`src/rtl/alu_resp_unit.sv`:
```
// Valid/ready ALU responder: results are computed at accept time and queued in an in-order response FIFO.
// Optional statistics counters are enabled with `define ALU_RESP_STATS_EN.
module alu_resp_unit #(
  parameter int DATA_WIDTH = 32,
  parameter int DEPTH      = 2
) (
  input  logic                  clk,
  input  logic                  resetn,
  input  logic                  req_valid,
  output logic                  req_ready,
  input  logic [DATA_WIDTH-1:0] req_a,
  input  logic [DATA_WIDTH-1:0] req_b,
  input  logic [2:0]            req_op,
  output logic                  resp_valid,
  input  logic                  resp_ready,
  output logic [DATA_WIDTH-1:0] resp_result,
  output logic                  resp_overflow,
  output logic                  resp_carryout,
  output logic                  resp_zero,
`ifdef ALU_RESP_STATS_EN
  output logic                  resp_illegal,
  output logic [15:0]           illegal_cnt,
  output logic [31:0]           op_cnt
`else
  output logic                  resp_illegal
`endif
);

  localparam int AW = (DEPTH > 1) ? $clog2(DEPTH) : 1;
  localparam int EW = DATA_WIDTH + 4;
  localparam logic [AW:0]   DEPTH_C   = (AW+1)'(DEPTH);
  localparam logic [AW:0]   CNT_ONE   = (AW+1)'(1);
  localparam logic [AW-1:0] PTR_ONE   = AW'(1);

  localparam logic [2:0] OP_AND = 3'b000;
  localparam logic [2:0] OP_OR  = 3'b001;
  localparam logic [2:0] OP_ADD = 3'b010;
  localparam logic [2:0] OP_SUB = 3'b110;
  localparam logic [2:0] OP_SLT = 3'b111;

  // Entry layout: {result, overflow, carryout, zero, illegal}
  function automatic logic [EW-1:0] alu_eval(input logic [DATA_WIDTH-1:0] a,
                                             input logic [DATA_WIDTH-1:0] b,
                                             input logic [2:0]            op);
    logic [DATA_WIDTH:0]          ext;
    logic [DATA_WIDTH-1:0]        res;
    logic signed [DATA_WIDTH-1:0] sa;
    logic signed [DATA_WIDTH-1:0] sb;
    logic                         ovf;
    logic                         cout;
    logic                         ill;
    ext  = '0;
    res  = '0;
    sa   = a;
    sb   = b;
    ovf  = 1'b0;
    cout = 1'b0;
    ill  = 1'b0;
    case (op)
      OP_AND: res = a & b;
      OP_OR:  res = a | b;
      OP_ADD: begin
        ext  = {1'b0, a} + {1'b0, b};
        res  = ext[DATA_WIDTH-1:0];
        cout = ext[DATA_WIDTH];
        ovf  = (a[DATA_WIDTH-1] == b[DATA_WIDTH-1]) && (res[DATA_WIDTH-1] != a[DATA_WIDTH-1]);
      end
      OP_SUB: begin
        // The extra bit of an unsigned subtraction is the borrow, i.e. A < B unsigned.
        ext  = {1'b0, a} - {1'b0, b};
        res  = ext[DATA_WIDTH-1:0];
        cout = ext[DATA_WIDTH];
        ovf  = (a[DATA_WIDTH-1] != b[DATA_WIDTH-1]) && (res[DATA_WIDTH-1] != a[DATA_WIDTH-1]);
      end
      OP_SLT: res = {{(DATA_WIDTH-1){1'b0}}, (sa < sb)};
      default: ill = 1'b1;
    endcase
    return {res, ovf, cout, (res == '0), ill};
  endfunction

  function automatic logic [15:0] sat_inc16(input logic [15:0] v);
    return (v == 16'hFFFF) ? v : v + 16'd1;
  endfunction

  logic [EW-1:0]   mem [DEPTH];
  logic [AW-1:0]   wr_ptr;
  logic [AW-1:0]   rd_ptr;
  logic [AW:0]     count;
  logic            rdy_q;
  logic            vld_p0;
  logic            pop;
  logic [EW-1:0]   entry_p0;
  logic [EW-1:0]   head;

  assign req_ready  = rdy_q && (count < DEPTH_C);
  assign resp_valid = (count != '0);
  assign vld_p0     = req_valid && req_ready;
  assign pop        = resp_valid && resp_ready;
  assign entry_p0   = alu_eval(req_a, req_b, req_op);

  // Stage p0 -> FIFO storage: control state
  always_ff @(posedge clk) begin
    if (!resetn) begin
      wr_ptr <= '0;
      rd_ptr <= '0;
      count  <= '0;
      rdy_q  <= 1'b0;
    end else begin
      rdy_q <= 1'b1;
      if (vld_p0) wr_ptr <= wr_ptr + PTR_ONE;
      if (pop)    rd_ptr <= rd_ptr + PTR_ONE;
      case ({vld_p0, pop})
        2'b10:   count <= count + CNT_ONE;
        2'b01:   count <= count - CNT_ONE;
        default: count <= count;
      endcase
    end
  end

  always_ff @(posedge clk) begin
    if (vld_p0) mem[wr_ptr] <= entry_p0;
  end

  // FIFO head: outputs forced to zero while nothing is buffered
  assign head          = mem[rd_ptr];
  assign resp_result   = resp_valid ? head[EW-1:4] : '0;
  assign resp_overflow = resp_valid & head[3];
  assign resp_carryout = resp_valid & head[2];
  assign resp_zero     = resp_valid & head[1];
  assign resp_illegal  = resp_valid & head[0];

`ifdef ALU_RESP_STATS_EN
  always_ff @(posedge clk) begin
    if (!resetn) begin
      op_cnt      <= '0;
      illegal_cnt <= '0;
    end else if (vld_p0) begin
      op_cnt <= op_cnt + 32'd1;
      if (entry_p0[0]) illegal_cnt <= sat_inc16(illegal_cnt);
    end
  end
`endif

endmodule
```
`config.mk`:
```
export PLATFORM = sky130hd
export DESIGN_NAME = alu_resp_unit
export DESIGN_NICKNAME = d
export VERILOG_FILES = /design/src/rtl/alu_resp_unit.sv
export SDC_FILE = /design/constraint.sdc
export NUM_CORES = 1
export LEC_CHECK = 0
export CAP_MARGIN = 20
export CORE_MARGIN = 2
export CORE_UTILIZATION = 39
export CTS_CLUSTER_SIZE = 40
export DETAILED_ROUTE_END_ITERATION = 10
export REMOVE_ABC_BUFFERS = 1
export SETUP_SLACK_MARGIN = 0.4
export SLEW_MARGIN = 20
export SYNTH_ARGS = -nofsm -noshare
export SYNTH_HDL_FRONTEND = slang
export SYNTH_SLANG_ARGS = --single-unit
```
`constraint.sdc`:
```
create_clock -name clk -period 4.95 [get_ports clk]
set_input_delay 0.99 -clock clk [delete_from_list [all_inputs] [get_ports clk]]
set_output_delay 0.99 -clock clk [all_outputs]
set_load 0.01 [all_outputs]
```
==> out/qor.csv <==
stage;metric;value;unit
run_status;outcome;completed;
final_layout;final_nets;1318;
floorplanning;rows;53;
power;pwr-share-clk;0.202;
floorplanning;core-area;21000;um^2
clock_network;hold_buffers;0;
power;leakagePower;0.00445;uW
sta;drv_slew;0;
clock_network;cts_made_buffers;9;
detailed_routing;ant_nets;0;
clock_network;clkSinkCount;78;
min_path;hold_class;reg -> reg;
placement;placed_cell_area;10200;um^2
placement;numPortBuffers;108;
sta;maxSlewHeadroom;0.425;
power;p_per_area;260;nW/um^2
sta;fmax;226;MHz
placement;place_ws;-0.0674;ns
sta;period_share;0.894;
logic_synthesis;ys_ff_latch;78;
clock_network;clockBufferDepth;2;
grt;grt_max_degree;39;
sta;min_period;4.42;ns
power;switching_share;0.370;
grt;grt_pass1_wl;39.2;mm
final_layout;final_cell_area;11100;um^2
detailed_routing;firstDrtPassIters;5;
grt;overflow;0;
floorplanning;dieArea;22700;um^2
setup_path;start_kind;primary input;
detailed_routing;drtIter0Drc;643;
power;p_comb_frac;0.504;
setup_path;arrival;4.57;ns
setup_path;cp_max_fo;5;
floorplanning;io_pins;109;
detailed_routing;drc;0;
detailed_routing;dr_wl_met3;1.46;mm
setup_path;required;5.10;ns
sta;finalHoldViolCount;0;
logic_synthesis;ys_types;89;
sta;worstMarginPinSlew;0.862;ns
placement;placed_cells;1401;
detailed_routing;wl_met2;11.7;mm
detailed_routing;via_count;8021;
final_layout;syn2layout_area_growth;32.2;%
logic_synthesis;synth_edf_count;72;
detailed_routing;vias_per_cell;5.62;
detailed_routing;wl_met1;12.0;mm
detailed_routing;routed_wl;25.5;mm
final_layout;antenna_cells;0;
floorplanning;die_x;151;um
sta;rsz0062_at_grt;no;
clock_network;cts_tree;built;
logic_synthesis;syn-instance-count;994;
power;pwr-share-seq;0.294;
sta;whs;0.526;ns
placement;gp_congestion;0.911;
run;cap_violations;0;
floorplanning;start_util;0.398;
final_layout;layout_common_cells;104 x inv_1, 104 x nor2_1, 97 x clkdlybuf4s50_1;
power;vdd_drop_max;0.174;mV
final_layout;drive_above_1_share;0.192;
clock_network;clock_latency;0.33;ns
power;netSwitchingPower;1060;uW
power;internal_power;1820;uW
final_layout;fin_cells;1428;
clock_network;clk_pin_slew_worst_paths;0.06;ns
sta;setup_slack;0.526;ns
detailed_routing;dr.max_layer_used;met4;
logic_synthesis;syn_avg_cell_area;8.42;um^2
grt;antenna_found_initial;0;
logic_synthesis;synthArstFlopShare;0;
logic_synthesis;syn-cell-area;8370;um^2
grt;first_global_vias;7395;
setup_path;critPathCaptureType;flip-flop;
clock_network;root_buffer;clkbuf_16;
clock_network;cts-htree-levels;3;
sta;setup_viol;0;
detailed_routing;avgRoutedWirePerCell;17.8;um
grt;track_usage;0.221;
logic_synthesis;yosysSeqAreaShare;0.273;
placement;dp_hpwl;19.8;mm
logic_synthesis;ys_warn_count;0;
setup_path;crit_type;in -> reg;
floorplanning;die_h;151;um
logic_synthesis;ys.flop_type;edfxtp_1;
sta;skew;0.00575;ns
final timing paths:
| check | start | to | slack (ns) | cells after the start |
|---|---|---|---|---|
| hold reg to reg | count[1] | count[1] | 0.53 | 2 |
| hold / removal | count[1] | count[1] | 0.53 | 2 |
| setup / recovery | req_a[2] | mem[0][1] | 0.53 | 17 |
| setup reg to reg | count[0] | count[1] | 2.51 | 7 |
kinds of logic after synthesis:
kind of cell / after synthesis / synth area share
adder cells (fa/ha/maj): 99 / 0.150
flip-flops: 78 / 0.273
buffers and inverters: 169 / 0.0801
XOR/XNOR: 23 / 0.0241
AO/OA/AOI/OAI: 273 / 0.237
AND/OR/NAND/NOR: 304 / 0.178
multiplexers: 48 / 0.0577
critical path, cell delays in order:
cell and delay [ns]:
clkdlybuf4s50_1 0.48, inv_1 0.07, ha_4 0.27, buf_6 0.12
nor2_4 0.04, o311ai_4 0.24, buf_4 0.21, a211oi_4 0.09
o211ai_1 0.32, a21oi_2 0.10, o311a_1 0.34, a211o_1 0.26
nand4bb_1 0.21, nor4_2 0.31, buf_4 0.16, nand4bb_1 0.11
nor4_2 0.25
layout make-up:
type	count	area [um^2]
Clock inverter	7	41.3
Fill cell	1990	9960
Clock buffer	9	225
Timing Repair Buffer	199	1820
Inverter	113	424
Tap cell	275	344
Sequential cell	78	2280
Multi-Input combinational cell	747	5930
power groups by stage:
| stage | Combinational (uW) | Clock, uW | Sequential, uW |
|---|---|---|---|
| floorplan | 747 | 0 | 857 |
| global placement | 1340 | 0 | 862 |
| detailed placement | 1350 | 0 | 863 |
| CTS | 1360 | 593 | 850 |
| global route | 1570 | 623 | 855 |
| finish | 1450 | 581 | 847 |
synthesized netlist by cell type (all sizes together) (17+ instances only):
library cell | instances | share of area
inv | 112 | 0.050
nor3 | 24 | 0.015
buf | 26 | 0.016
a21oi | 61 | 0.038
ha | 97 | 0.14
a211oi | 26 | 0.026
nor2 | 109 | 0.049
o21ai | 59 | 0.036
mux2i | 46 | 0.055
nand2 | 59 | 0.026
xnor2 | 17 | 0.018
nand3 | 19 | 0.011
clkbuf | 30 | 0.013
edfxtp | 72 | 0.26
registers in the layout, summed over array words and instances, names as in the netlist, named ones only:
signal	flops
rd_ptr	1
mem	72
rdy_q	1
count	2
wr_ptr	1
metal layers:
metal	up-vias	GRT usage
met5	-	0
met4	0	0.0552
met3	33	0.0194
met2	285	0.361
met1	3804	0.315
li1	3899	-
metrics by stage:
stage	utilization	total power [uW]	setup TNS (ns)
detailed placement	0.484	2210	-0.135
global route	0.526	3050	0
floorplan	-	1600	0
global placement	0.484	2200	-0.0428
CTS	0.498	2800	0
finish	0.526	2880	0
what timing repair did:
action	4_1_cts	5_1_grt
buffers inserted	1	9
pin swaps	1	30
endpoints found under the setup margin	2	6
resized for setup	6	104
(Power assumes the default switching activity.)
